File: src/rtl/iic_pkg.sv
// Shared I2C definitions: FSM state encoding, acknowledge levels and byte width.
package iic_pkg;

   localparam int   BYTE_W = 8;
   localparam logic ACK    = 1'b0;
   localparam logic NACK   = 1'b1;

   typedef enum logic [2:0] {
      ST_IDLE,
      ST_ADDR,
      ST_ADDR_ACK,
      ST_RX,
      ST_RX_ACK,
      ST_TX,
      ST_TX_ACK,
      ST_WAIT_STOP
   } state_t;

endpackage

File: src/rtl/iic_line_sync.sv
// Synchronizes the SCK and SDA pad levels into the system clock domain and
// flags their rising and falling edges from a one-flop history.
module iic_line_sync #(
   parameter int SYNC_STAGES = 2
) (
   input  logic clock,
   input  logic reset_n,
   input  logic sck_in,
   input  logic sda_in,
   output logic sck,
   output logic sda,
   output logic sck_rise,
   output logic sck_fall,
   output logic sda_rise,
   output logic sda_fall
);

   logic [SYNC_STAGES-1:0] sck_sync;
   logic [SYNC_STAGES-1:0] sda_sync;
   logic                   sck_prev;
   logic                   sda_prev;

   // Synchronizer chains plus history flops for edge detection.
   always_ff @(posedge clock or negedge reset_n) begin
      if (!reset_n) begin
         // NOTE: reset to 1, the idle bus level, so leaving reset on a quiet bus sees no edge.
         sck_sync <= '1;
         sda_sync <= '1;
         sck_prev <= 1'b1;
         sda_prev <= 1'b1;
      end else begin
         // NOTE: non-blocking assignments keep every stage one clock behind the previous one.
         sck_sync <= {sck_sync[SYNC_STAGES-2:0], sck_in};
         sda_sync <= {sda_sync[SYNC_STAGES-2:0], sda_in};
         sck_prev <= sck_sync[SYNC_STAGES-1];
         sda_prev <= sda_sync[SYNC_STAGES-1];
      end
   end

   assign sck      = sck_sync[SYNC_STAGES-1];
   assign sda      = sda_sync[SYNC_STAGES-1];
   assign sck_rise =  sck & ~sck_prev;
   assign sck_fall = ~sck &  sck_prev;
   assign sda_rise =  sda & ~sda_prev;
   assign sda_fall = ~sda &  sda_prev;

endmodule

File: src/rtl/iic_target.sv
// I2C target: matches a 7-bit address, receives write bytes and serves read
// bytes from local logic. SDA is only ever pulled low (open-drain enable).
module iic_target
   import iic_pkg::*;
#(
   parameter logic [6:0] ADDR        = 7'h50,
   parameter int         SYNC_STAGES = 2
) (
   input  logic              clock,
   input  logic              reset_n,
   input  logic              sck_in,
   input  logic              sda_in,
   output logic              sda_oe,
   output logic              busy,
   output logic              rw,
   output logic [BYTE_W-1:0] rx_data,
   output logic              rx_valid,
   input  logic [BYTE_W-1:0] tx_data,
   output logic              tx_req,
   output logic              start_det,
   output logic              stop_det
);

   logic              sck, sda, sck_rise, sck_fall, sda_rise, sda_fall;
   logic              start_cond, stop_cond;
   state_t            state;
   logic [2:0]        bit_cnt;
   logic [BYTE_W-1:0] shreg;
   logic              pend;   // 8th bit taken, acknowledge due at next SCK fall
   logic              nack;   // initiator answered the last read byte with NACK

   iic_line_sync #(.SYNC_STAGES(SYNC_STAGES)) u_sync (
      .clock    (clock),
      .reset_n  (reset_n),
      .sck_in   (sck_in),
      .sda_in   (sda_in),
      .sck      (sck),
      .sda      (sda),
      .sck_rise (sck_rise),
      .sck_fall (sck_fall),
      .sda_rise (sda_rise),
      .sda_fall (sda_fall)
   );

   // SDA moving while SCK is high marks bus conditions rather than data.
   assign start_cond = sda_fall & sck;
   assign stop_cond  = sda_rise & sck;

   // Protocol FSM with bit counter, shift register and registered outputs.
   always_ff @(posedge clock or negedge reset_n) begin
      if (!reset_n) begin
         state     <= ST_IDLE;
         bit_cnt   <= '0;
         shreg     <= '0;
         pend      <= 1'b0;
         nack      <= 1'b0;
         sda_oe    <= 1'b0;
         busy      <= 1'b0;
         rw        <= 1'b0;
         rx_data   <= '0;
         rx_valid  <= 1'b0;
         tx_req    <= 1'b0;
         start_det <= 1'b0;
         stop_det  <= 1'b0;
      end else begin
         // NOTE: pulse outputs default low here so each branch only states when they fire.
         rx_valid  <= 1'b0;
         tx_req    <= 1'b0;
         start_det <= 1'b0;
         stop_det  <= 1'b0;
         if (start_cond) begin
            state     <= ST_ADDR;
            bit_cnt   <= '0;
            pend      <= 1'b0;
            sda_oe    <= 1'b0;
            busy      <= 1'b1;
            start_det <= 1'b1;
         end else if (stop_cond) begin
            state    <= ST_IDLE;
            bit_cnt  <= '0;
            pend     <= 1'b0;
            sda_oe   <= 1'b0;
            busy     <= 1'b0;
            stop_det <= 1'b1;
         end else begin
            case (state)
               ST_ADDR: begin
                  if (sck_rise && !pend) begin
                     shreg   <= {shreg[BYTE_W-2:0], sda};
                     bit_cnt <= bit_cnt + 3'd1;
                     if (bit_cnt == 3'd7) begin
                        // Address is the seven bits already shifted in; sda is R/W.
                        if (shreg[6:0] == ADDR) begin
                           rw   <= sda;
                           pend <= 1'b1;
                        end else begin
                           state <= ST_WAIT_STOP;
                           busy  <= 1'b0;
                        end
                     end
                  end else if (sck_fall && pend) begin
                     pend   <= 1'b0;
                     sda_oe <= (ACK == 1'b0);
                     state  <= ST_ADDR_ACK;
                  end
               end
               ST_ADDR_ACK: begin
                  if (sck_fall) begin
                     if (rw) begin
                        shreg   <= tx_data;
                        tx_req  <= 1'b1;
                        sda_oe  <= ~tx_data[BYTE_W-1];
                        bit_cnt <= '0;
                        state   <= ST_TX;
                     end else begin
                        sda_oe <= 1'b0;
                        state  <= ST_RX;
                     end
                  end
               end
               ST_RX: begin
                  if (sck_rise && !pend) begin
                     shreg   <= {shreg[BYTE_W-2:0], sda};
                     bit_cnt <= bit_cnt + 3'd1;
                     if (bit_cnt == 3'd7) begin
                        rx_data  <= {shreg[BYTE_W-2:0], sda};
                        rx_valid <= 1'b1;
                        pend     <= 1'b1;
                     end
                  end else if (sck_fall && pend) begin
                     pend   <= 1'b0;
                     sda_oe <= (ACK == 1'b0);
                     state  <= ST_RX_ACK;
                  end
               end
               ST_RX_ACK: begin
                  if (sck_fall) begin
                     sda_oe <= 1'b0;
                     state  <= ST_RX;
                  end
               end
               ST_TX: begin
                  if (sck_fall) begin
                     if (bit_cnt == 3'd7) begin
                        sda_oe  <= 1'b0;
                        bit_cnt <= '0;
                        state   <= ST_TX_ACK;
                     end else begin
                        sda_oe  <= ~shreg[BYTE_W-2];
                        shreg   <= {shreg[BYTE_W-2:0], 1'b0};
                        bit_cnt <= bit_cnt + 3'd1;
                     end
                  end
               end
               ST_TX_ACK: begin
                  if (sck_rise) begin
                     nack <= (sda == NACK);
                  end else if (sck_fall) begin
                     if (!nack) begin
                        shreg   <= tx_data;
                        tx_req  <= 1'b1;
                        sda_oe  <= ~tx_data[BYTE_W-1];
                        bit_cnt <= '0;
                        state   <= ST_TX;
                     end else begin
                        sda_oe <= 1'b0;
                        state  <= ST_WAIT_STOP;
                     end
                  end
               end
               default: begin
                  // IDLE and WAIT_STOP ignore SCK until a START or STOP.
               end
            endcase
         end
      end
   end

endmodule

File: config.mk
export PLATFORM = sky130hd
export DESIGN_NAME = iic_target
export DESIGN_NICKNAME = d
export VERILOG_FILES = /design/src/rtl/iic_pkg.sv /design/src/rtl/iic_line_sync.sv /design/src/rtl/iic_target.sv
export SDC_FILE = /design/constraint.sdc
export NUM_CORES = 1
export LEC_CHECK = 0
export ABC_AREA = 1
export BUFFER_PORTS_ARGS = -buffer_cell sky130_fd_sc_hd__buf_2
export CAP_MARGIN = 20
export CORE_ASPECT_RATIO = 1.4
export CORE_MARGIN = 2
export CORE_UTILIZATION = 40
export DETAILED_ROUTE_END_ITERATION = 7
export GPL_TIMING_DRIVEN = 0
export HOLD_SLACK_MARGIN = 0.02
export PLACE_DENSITY_LB_ADDON = 0.15
export SYNTH_ARGS = -nofsm -noshare
export SYNTH_HDL_FRONTEND = slang
export SYNTH_SLANG_ARGS = --single-unit
File: constraint.sdc
create_clock -name clock -period 2.4 [get_ports clock]
set_input_delay 0.36 -clock clock [delete_from_list [all_inputs] [get_ports clock]]
set_output_delay 0.36 -clock clock [all_outputs]
set_load 0.1 [all_outputs]
## Yosys cells after proc, flatten, opt, wreduce, memory -nomap -nowiden

Cells that the tools add are included.

| operators by class | value |
|---|---|
| add/sub/neg operators | 1 |
| eq/ne operators | 35 |
| mux-type cells | 81 |
| bitwise logic cells | 14 |
| reduce and logical (&&, ||, !) cells | 21 |

Operators with widths:

| kind | number |
|---|---|
| two-way mux 3 bit | 25 |
| two-way mux 7 bit | 8 |
| inequality test 4 bit (second input constant) | 11 |
| two-way mux 1 bit | 41 |
| case mux 7 bit (4 select lines) | 1 |
| inequality test 5 bit (second input constant) | 5 |
| case mux 3 bit (6 select lines) | 1 |
| AND reduction 8 bit | 2 |
| inequality test 2 bit (second input constant) | 7 |
| == test 3 bit (second input constant) | 4 |
| case mux 3 bit (4 select lines) | 1 |
| AND reduction 12 bit | 1 |
| AND reduction 4 bit | 3 |
| AND reduction 11 bit | 1 |
| nonzero test 3 bit | 3 |
| inequality test 4 x 1 -> 1 bit (second input constant) | 2 |
| NOT 1 bit | 8 |
| nonzero test 4 bit | 2 |
| nonzero test 8 bit | 1 |
| == test 7 bit (second input constant) | 1 |
| nonzero test 7 bit | 1 |
| bitwise AND 1 bit | 6 |
| == test 3 x 2 -> 1 bit (second input constant) | 2 |
| AND reduction 6 bit | 1 |
| other kinds (12) | 14 |

| storage, ports and cells | value |
|---|---|
| register bits | 36 |
| bits of input ports | 12 |
| output and inout bits | 15 |
| word-level logic and storage cells | 169 |

## Depth between registers and ports, before layout

Gate-level depths: netlist (run 1).

| logic depth | value |
|---|---|
| word-level depth | 8 |
| mapped depth | 12 |
| depth with buffers taken out | 11 |

## Hierarchy

A second synthesis (run 1) with hierarchy kept.

| unflattened totals | value |
|---|---|
| cell total of the unflattened synthesis | 266 |
| area, all modules | 2109.5 µm² |

Modules (own cells, without submodules):

| module | instances | cells an instance | area an instance (µm²) | seq. area each (µm²) |
|---|---|---|---|---|
| iic_target | 1 | 252 | 1921.8 | 750.7 |
| iic_line_sync | 1 | 14 | 187.7 | 157.7 |

## Worst setup path after synthesis (run 1)

Ideal clock, no wire load.

| timing path | value |
|---|---|
| path kind | flip-flop to flip-flop |
| from | reg rw |
| to | reg shreg[3] |
| setup time | 0.123 ns |
| arrival time | 1.782 ns |
| required time | 2.277 ns |
| slack | 0.494 ns |
| stages on the path, launching flop included | 9 |
| buffers on the path | 1 |
| period minus slack after synthesis | 1.906 ns |
| path through | dfrtp_1 inv_1 nand2_1 nand2_1 a21oi_2 nand3_4 buf_12 nand2_2 o21ai_2 |

| on the way | value |
|---|---|
| cells in the longest elaborated chain, start to end | 2 |

RTL lines:

| what | RTL line | RTL |
|---|---|---|
| from (decl) | iic_target.sv:15 | `output logic rw,` |
| from (signal assigned) | iic_target.sv:59 | `rw <= 1'b0;` |
| from (signal assigned) | iic_target.sv:94 | `rw <= sda;` |
| inequality test 2 bit (no source line) | -- |  |
| AND reduction 11 bit (no source line) | -- |  |
| to (signal assigned) | iic_target.sv:89 | `shreg <= {shreg[BYTE_W-2:0], sda};` |
| to (signal assigned) | iic_target.sv:110 | `shreg <= tx_data;` |
| to (signal assigned) | iic_target.sv:123 | `shreg <= {shreg[BYTE_W-2:0], sda};` |
| to (decl) | iic_target.sv:28 | `logic [BYTE_W-1:0] shreg;` |

No other way between the ends.
A chain may end at the register's enable or synchronous reset.

## Worst setup path after layout (run 1)

| timing path | value |
|---|---|
| from | reg u_sync.sda_sync[1] |
| to | reg shreg[6] |

| on the way | value |
|---|---|
| cells in the longest elaborated chain, start to end | 5 |
| elaborated cells on any way between the ends | 8 |
| classes of those cells | bitwise: 7; reduce/logical: 1 |

RTL lines:

| what | RTL line | RTL |
|---|---|---|
| from (decl) | iic_line_sync.sv:19 | `logic [SYNC_STAGES-1:0] sda_sync;` |
| from (signal assigned) | iic_line_sync.sv:34 | `sda_sync <= {sda_sync[SYNC_STAGES-2:0], sda_in};` |
| NOT 1 bit | iic_line_sync.sv:45 | `assign sda_fall = ~sda & sda_prev;` |
| bitwise AND 1 bit | iic_line_sync.sv:45 |  |
| bitwise AND 1 bit | iic_target.sv:46 | `assign start_cond = sda_fall & sck;` |
| NOT 1 bit (no source line) | -- |  |
| AND reduction 11 bit (no source line) * | -- |  |

Every way passes the cells marked *; elsewhere a longest branch is shown, timed or not.

==> flow_metrics.tcl, run 1 <==
set metrics [dict create \
    finalSetupTns_ps 0 \
    gr-total-overflow 0 \
    grt_pass1_vias 1726 \
    portBuffers 26 \
    r2r_end "shreg[6]$_DFFE_PN0P_" \
    die_area_um2 5660 \
    worstPathRequired_ps 2580 \
    synth-warning-count 0 \
    area_delta_synth_final_pct 14.9 \
    cts_tree "yes" \
    synth.distinct_cells 31 \
    synthCells 255 \
    reg2reg_slack_ps 660 \
    chipHeight_um 88.2 \
    drt-total-wl_mm 4.51 \
    clk_path_buf_depth 2 \
    cp_data_arrival_time_ps 1920 \
    io_pins 27 \
    antenna_found_initial 0 \
    cp.depth 10 \
    synth.avg_cell_area_um2 7.95 \
    antenna_cells 0 \
    cts_hold_buf 0 \
    grt_pass1_wl_mm 7.83 \
    initial_core_util_pct 41.5 \
    pwr_density_cell_nw_per_um2 1110 \
    multi_input_comb_area_um2 960 \
    layout-drive-gt1-share_pct 28.7 \
    crit_path_start_kind "flip-flop" \
    hold_violations 0 \
    grt_use_total_pct 17.9 \
    finClkSkew_ps 5.41 \
    yosysSeqAreaShare_pct 44.8 \
    root_buffer "clkbuf_8" \
    hpwl_mm 3.41 \
    dp_cells 345 \
    drc_errors 0 \
    cp_slowest_cell "dfstp_2" \
    core_area_um2 4880 \
    insertion_delay_ps 300 \
    grt_max_degree 37 \
    rr_startpoint "u_sync.sda_sync[1]$_DFF_PN1_" \
    nFillCells 520 \
    cpPeakStageDelay_ps 590 \
    crit_chain "inv_2 > nand3_2 > nand2_4 > inv_4 > nand2_1 > a21oi_2 > nand3_4 > buf_12 > nand2_2 > o21ai_2" \
    cpLargestDelayFamily "flip-flops" \
    layout.nets 302 \
    regArea_um2 908 \
    drv_slew 0 \
    synth_top_area_share_pct 37.0 \
    maxSlewHeadroom_pct 47.4 \
    synth_seq_cells 36 \
    startpoint "u_sync.sda_sync[1]$_DFF_PN1_" \
    fp-row-count 30 \
    gp_congestion 0.850 \
    die_w_um 64.2 \
    status "complete, no violations" \
    finalCriticalPeriod_ps 1740 \
    cts.htree.levels 2 \
    fin_cells 353 \
    worst_r2r_path_depth 10 \
    synth.area.top_cells "dfrtp_1 37%, nand2_1 14%, dfstp_2 7.8%, nand3_1 5.7%, nor2_1 5.2%" \
    period_share_pct 72.5 \
    post_drt_wl_per_cell_um 12.8 \
    hold_class "input port to async pin" \
    drt_iter0_drc 74 \
    fmax_mhz 575 \
    cts.reportedPaths.clkPinSlew_ps 80 \
    cts.repair.resized 0 \
    cts_setup_buffers 0 \
    synth_top_area_cell "dfrtp_1" \
    max-vdd-ir-drop_uv 478 \
    syn-cell-area_um2 2030 \
    path_max_fanout 10 \
    synth_fp_nets 269 \
    viasPerCell 4.86 \
    ant_nets 0 \
    worstSetupEndpointType "flip-flop" \
    p_leak_nw 1.24 \
    worstSetupEndpoint "shreg[6]$_DFFE_PN0P_" \
    rsz0062_at_grt "no" \
    worstMarginPinSlew_ps 789 \
    clock-sinks 36 \
    path_class "flip-flop to flip-flop" \
    detailroute.via_count 1714 \
    drt_first_pass_iters 4 \
    crit_buf_inv 3 \
    numCtsBuffers 5 \
    cap_violations 0 \
    finalSetupViolations 0 \
]
## per-stage QoR
| step | setup slack (ps) | utilization [%] | hold WS, ps | area [µm²] | total power [mW] |
|---|---|---|---|---|---|
| after floorplan | 494 | - | 64.4 | 2030 | 1.90 |
| after detailed placement | 652 | 45.8 | 347 | 2240 | 2.15 |
| after CTS | 635 | 47.7 | 150 | 2330 | 2.61 |
| after global placement | 660 | 45.8 | 345 | 2240 | 2.15 |
| after global routing | 497 | 47.7 | 136 | 2330 | 2.80 |
| final | 661 | 47.7 | 135 | 2330 | 2.59 |
## layout by cell type (no fill, tap or decap), types with 2 or more instances in the layout
cell	instances
o21ai_2	7
nand3_1	23
inv_2	6
clkinvlp_4	2
nand2_1	76
a21oi_1	4
nand2_2	6
o21ai_1	7
nand4_1	2
nor2_1	28
a21oi_2	2
inv_1	19
buf_6	2
dfstp_2	6
clkbuf_8	5
o21ai_0	8
nor3_1	2
nand3_2	3
nand2_4	3
buf_2	28
dfrtp_1	30
mux2i_1	2
ha_1	2
nor2_2	5
inv_4	2
## cell families after synthesis
| kind of cell | Yosys count | share of synthesized area [%] |
|---|---|---|
| simple gates | 151 | 34.4 |
| flops | 36 | 44.8 |
| compound gates | 32 | 10.7 |
| buf+inv | 32 | 7.84 |
| mux | 2 | 0.988 |
| fa+ha+maj | 2 | 1.23 |
## cells in the mapped netlist
cell type	instances
dfstp_2	6
inv_4	2
nand2_2	6
nand2_4	3
ha_1	2
o211ai_1	1
a22oi_1	1
a21oi_2	2
inv_2	6
o21ai_0	8
nor2_4	1
dfrtp_1	30
nand3_1	23
buf_6	2
nor2_1	28
nor3_1	2
nor2_2	5
buf_12	1
nand4_1	2
nand3_4	1
a31oi_2	1
mux2i_1	2
buf_2	2
o21ai_2	7
o21ai_4	1
nand3b_1	1
nand2_1	76
inv_1	19
a21oi_1	4
o21ai_1	7
nand3_2	3
## area by class of cell
cell class / instances / share of cell area, %
clock inverter: 3 / 1.02
clock buffer: 5 / 2.95
inverter: 27 / 4.56
sequential: 36 / 39.0
tap: 64 / 3.44
buffer: 5 / 2.26
multi-input combinational: 187 / 41.2
timing repair buffer: 26 / 5.59
## report_power, final
part	internal (mW)	total, mW	leakage [nW]	switching [mW]
registers	0.734	0.837	0.461	0.103
clock network	0.206	0.454	0.0404	0.248
logic	0.453	1.29	0.736	0.841
## worst min path at each step
stage,start,endpoint,slack [ps],depth (start not counted)
CTS,sck_in,u_sync.sck_sync[0]$_DFF_PN1_,150,1
finish,reset_n,stop_det$_DFF_PN0_,130,1
floorplan,reset_n,bit_cnt[0]$_DFFE_PN0P_,60,0
global placement,u_sync.sck_sync[0]$_DFF_PN1_,u_sync.sck_sync[1]$_DFF_PN1_,350,0
detailed placement,u_sync.sda_sync[0]$_DFF_PN1_,u_sync.sda_sync[1]$_DFF_PN1_,350,0
global route,sda_in,u_sync.sda_sync[0]$_DFF_PN1_,140,1
## layer usage
| layer | global-route usage (%) | vias to the layer above | routed length [µm] |
|---|---|---|---|
| met5 | 0 | - | 0 |
| met4 | 7.93 | 0 | 102 |
| met3 | 3.82 | 13 | 206 |
| met2 | 33.0 | 39 | 2340 |
| met1 | 19.9 | 784 | 1860 |
| li1 | - | 878 | - |
## registers in the layout (all words and copies together), names as in the netlist, 2 cells and up
| register | flops |
|---|---|
| u_sync.sda_sync | 2 |
| bit_cnt | 3 |
| u_sync.sck_sync | 2 |
| rx_data | 8 |
| shreg | 7 |
| state | 3 |
(Power assumes the default switching activity.)
==> run 2, diff against run 1 <==
Clock period 2.4 ns to 1.8 ns, I/O delays scaled along.
==> flow_metrics.tcl, run 2 (synthesis results as in run 1) <==
set metrics [dict create \
    status "complete, no violations" \
    die_w_um 64.2 \
    numCtsBuffers 5 \
    cap_violations 0 \
    grt_max_degree 37 \
    reg.largest.list "rx_data x8, shreg x7" \
    viasPerCell 5.04 \
    fp-row-count 30 \
    core_area_um2 4880 \
    drv_slew 0 \
    cts_tree "yes" \
    crit_path_start_kind "flip-flop" \
    drc_errors 0 \
    reg2reg_slack_ps 120 \
    die_area_um2 5660 \
    drt_iter0_drc 92 \
    cts.reportedPaths.clkPinSlew_ps 80 \
    largest_reg_flops 8 \
    finalCriticalPeriod_ps 1680 \
    rsz0062_at_grt "no" \
    antenna_found_initial 0 \
    finClkSkew_ps 6.42 \
    worstMarginPinSlew_ps 807 \
    portBuffers 26 \
    maxSlewHeadroom_pct 46.2 \
    regMostFlops "rx_data" \
    regArea_um2 911 \
    gr-total-overflow 0 \
    detailroute.via_count 1785 \
    worstPathRequired_ps 1980 \
    finalSetupViolations 0 \
    ant_nets 0 \
    worst_r2r_path_depth 10 \
    nFillCells 519 \
    fmax_mhz 596 \
    gp_congestion 0.872 \
    drt_first_pass_iters 4 \
    r2r_end "shreg[3]$_DFFE_PN0P_" \
    cp_data_arrival_time_ps 1860 \
    fin_util_pct 49.2 \
    period_share_pct 93.2 \
    hold_class "input port to async pin" \
    worstSetupEndpointType "flip-flop" \
    root_buffer "clkbuf_8" \
    cts.htree.levels 2 \
    insertion_delay_ps 300 \
    drt-total-wl_mm 4.68 \
    hpwl_mm 3.51 \
    multi_input_comb_area_um2 1000 \
    clock-sinks 36 \
    clk_path_buf_depth 2 \
    pwr_density_cell_nw_per_um2 1520 \
    initial_core_util_pct 41.5 \
    final_common_cell "nand2_1" \
    p_leak_nw 1.26 \
    grt_pass1_wl_mm 8.02 \
    max-vdd-ir-drop_uv 708 \
    post_drt_wl_per_cell_um 13.2 \
    grt_pass1_vias 1687 \
    layout-drive-gt1-share_pct 31.7 \
    path_class "flip-flop to flip-flop" \
    layout_common_cells "73 x nand2_1, 28 x buf_2, 28 x dfrtp_1" \
    hold_violations 0 \
    finalSetupTns_ps 0 \
    io_pins 27 \
    total_power_mw 3.65 \
    grt_use_total_pct 18.5 \
    layout.nets 303 \
    area_delta_synth_final_pct 18.5 \
    antenna_cells 0 \
    hold_ws_ps 55.7 \
    rr_startpoint "u_sync.sda_sync[1]$_DFF_PN1_" \
    path_max_fanout 10 \
    chipHeight_um 88.2 \
]
run 2: cell types whose count changed in the layout (fill, tap and decap cells not counted), sizes merged:
cell | previous run | this run
inv | 27 | 28
clkinvlp | 2 | 1
clkinv | 1 | 0
buf | 31 | 32
bufinv | 0 | 1
run 2: power by group:
| part | total, mW | internal (mW) | switching, mW |
|---|---|---|---|
| Combinational | 1.78 | 0.623 | 1.16 |
| Sequential | 1.13 | 0.980 | 0.145 |
| Clock | 0.745 | 0.417 | 0.327 |
| Total | 3.65 | 2.02 | 1.63 |
run 2: worst max-delay path by stage:
stage                                             from              endpoint  depth (start not counted)
final                     u_sync.sda_sync[1]$_DFF_PN1_  shreg[3]$_DFFE_PN0P_                         10
after global routing      u_sync.sda_sync[1]$_DFF_PN1_  shreg[3]$_DFFE_PN0P_                         10
after CTS                 u_sync.sda_sync[1]$_DFF_PN1_  shreg[3]$_DFFE_PN0P_                         10
after detailed placement  u_sync.sda_sync[1]$_DFF_PN1_  shreg[3]$_DFFE_PN0P_                         10
after global placement    u_sync.sda_sync[1]$_DFF_PN1_  shreg[3]$_DFFE_PN0P_                         10
after floorplan                         rw$_DFFE_PN0P_  shreg[3]$_DFFE_PN0P_                          8
run 2: layout make-up:
class	instances	share of cell area, %
plain buffers	5	2.19
well taps	64	3.33
flip-flops and latches	36	37.9
repair buffers	27	5.73
clock buffers	5	2.86
inverters	27	4.43
clock inverters	3	1.93
multi-input cells	187	41.6
run 2: critical path, cell delays in order (launching register included):
cell and delay, ps:
dfstp_2 570, inv_2 70, nand3_4 100, nand2_4 100
inv_4 110, nand2_1 70, a21oi_2 150, nand3_4 120
buf_12 170, nand2_2 60, o21ai_2 50
run 2: per-layer routing:
| metal | vias up | wire (µm) | global-route usage (%) |
|---|---|---|---|
| li1 | 886 | - | - |
| met5 | - | 0 | 0 |
| met2 | 43 | 2390 | 32.4 |
| met4 | 0 | 108 | 7.54 |
| met1 | 847 | 1970 | 22.4 |
| met3 | 9 | 211 | 3.44 |
run 2: metrics by stage:
stage               instances  setup WS, ps  area (µm²)
CTS                       353          40.6        2350
detailed placement        345          53.6        2240
global placement          345          58.5        2240
finish                    354           122        2400
global route              354          2.75        2400
floorplan                 255           199        2030
run 2: what timing repair did:
action	4_1_cts	5_1_grt
buffers inserted	0	1
gates resized for setup	0	11
hold endpoints to repair	0	0
hold buffers	0	0
endpoints found under the setup margin	0	23
==> run 3, diff against run 2 <==
Settings changed: BUFFER_PORTS_ARGS -buffer_cell sky130_fd_sc_hd__buf_2 to not set, CORE_ASPECT_RATIO 1.4 to not set, DONT_BUFFER_PORTS set to 1.
==> flow_metrics.tcl, run 3 (synthesis results as in run 1) <==
set metrics [dict create \
    crit_buf_inv 3 \
    layout.nets 286 \
    fin_cells 340 \
    hpwl_mm 3.39 \
    hold_depth 2 \
    p_leak_nw 1.17 \
    cap_violations 0 \
    regMostFlops "rx_data" \
    worst_r2r_path_depth 10 \
    finalCriticalPeriod_ps 1690 \
    antenna_found_initial 0 \
    largest_reg_flops 8 \
    cts_tree "yes" \
    total_power_mw 3.54 \
    drc_errors 0 \
    dp_cells 322 \
    fmax_mhz 590 \
    cts.htree.levels 2 \
    layout-drive-gt1-share_pct 26.7 \
    insertion_delay_ps 290 \
    final_common_cell "nand2_1" \
    core_area_um2 4820 \
    worstSetupEndpointType "flip-flop" \
    hp-start "tx_data[5]" \
    finClkSkew_ps 7.38 \
    finalSetupViolations 0 \
    portBuffers 0 \
    rsz0062_at_grt "yes" \
    maxSlewHeadroom_pct 38.7 \
    io_pins 27 \
    path_max_fanout 10 \
    period_share_pct 94.2 \
    hold_end "shreg[5]$_DFFE_PN0P_" \
    root_buffer "clkbuf_8" \
    numCtsBuffers 5 \
    layout_common_cells "73 x nand2_1, 28 x dfrtp_1, 26 x nor2_1" \
    area_delta_synth_final_pct 16.3 \
    reg.largest.list "rx_data x8, shreg x7" \
    hold_violations 0 \
    antenna_cells 0 \
    crit_top_cell "nand3_4" \
    reg2reg_slack_ps 110 \
    startpoint "u_sync.sda_sync[1]$_DFF_PN1_" \
    fp-row-count 25 \
    hold_ws_ps 184 \
    rr_startpoint "u_sync.sda_sync[1]$_DFF_PN1_" \
    cpPeakStageDelay_ps 580 \
    path_class "flip-flop to flip-flop" \
    max-vdd-ir-drop_uv 743 \
    worstMarginPinSlew_ps 919 \
    clk_path_buf_depth 2 \
    cp_data_arrival_time_ps 1880 \
    grt_pass1_vias 1597 \
    drt_first_pass_iters 4 \
    ant_nets 0 \
    r2r_end "shreg[3]$_DFFE_PN0P_" \
    cp_slowest_cell "dfstp_2" \
    cpLargestDelayFamily "flip-flops" \
    hold_class "input port to flip-flop" \
    cts.reportedPaths.clkPinSlew_ps 80 \
    clock-sinks 36 \
    post_drt_wl_per_cell_um 13.5 \
    status "complete, no violations" \
    crit_chain "inv_2 > nand3_4 > nand2_4 > inv_6 > nand2_1 > a21oi_2 > nand3_4 > buf_12 > nand2_2 > o21ai_2" \
    die_w_um 75.2 \
    pwr_density_cell_nw_per_um2 1500 \
    drt_iter0_drc 95 \
    die_area_um2 5650 \
    grt_max_degree 37 \
    chipHeight_um 75.2 \
    worstPathRequired_ps 1980 \
    drv_slew 0 \
    grt_use_total_pct 18.8 \
    crit_path_start_kind "flip-flop" \
    initial_core_util_pct 42.1 \
    gr-total-overflow 0 \
    detailroute.via_count 1655 \
    drt-total-wl_mm 4.59 \
    gp_congestion 0.868 \
    grt_pass1_wl_mm 7.86 \
    viasPerCell 4.87 \
]
## run 3: through the flow
stage                     setup WS, ps  util (%)  TNS [ps]  instance area, µm²
after floorplan                    199         -         0                2030
after global placement            18.5      43.8         0                2110
after detailed placement          25.5      43.8         0                2110
after CTS                         7.29      46.8         0                2250
after global routing             -27.6      48.9     -66.7                2360
final                              105      48.9         0                2360
## run 3: how the worst max path moves through the flow
stage / endpoint / cells after the start
2_1_floorplan: shreg[3]$_DFFE_PN0P_ / 8
3_3_place_gp: shreg[3]$_DFFE_PN0P_ / 8
3_5_place_dp: shreg[3]$_DFFE_PN0P_ / 8
4_1_cts: shreg[3]$_DFFE_PN0P_ / 8
5_1_grt: state[2]$_DFFE_PN0P_ / 10
6_report: shreg[3]$_DFFE_PN0P_ / 10
## run 3: where the power goes
| group | internal [mW] | switching [mW] |
|---|---|---|
| registers | 0.978 | 0.234 |
| logic | 0.670 | 1.06 |
| clock network | 0.275 | 0.321 |
## run 3: final cells by class
cell class / instances / area, µm²
buffer: 5 / 52.6
clock buffer: 5 / 68.8
clock inverter: 3 / 21.3
fill: 498 / 2460
inverter: 27 / 109
multi-input combinational: 187 / 1010
sequential: 36 / 913
tap: 67 / 83.8
timing repair buffer: 10 / 95.1
## run 3: repair_timing
item / in CTS / in global routing
buffers inserted: 0 / 6
gates resized for setup: 0 / 15
hold buffers: 4 / 0
endpoints found under the setup margin: 0 / 24
endpoints found under the hold margin: 38 / 0
## run 3: metal layers
layer	GRT usage (%)	share of wire, %	wire, µm	up-vias
li1	-	-	-	849
met1	26.5	48	2210	763
met2	28.1	45	2060	36
met3	5.22	5.4	249	7
met4	5.85	1.4	64	0
met5	0	0	0	-
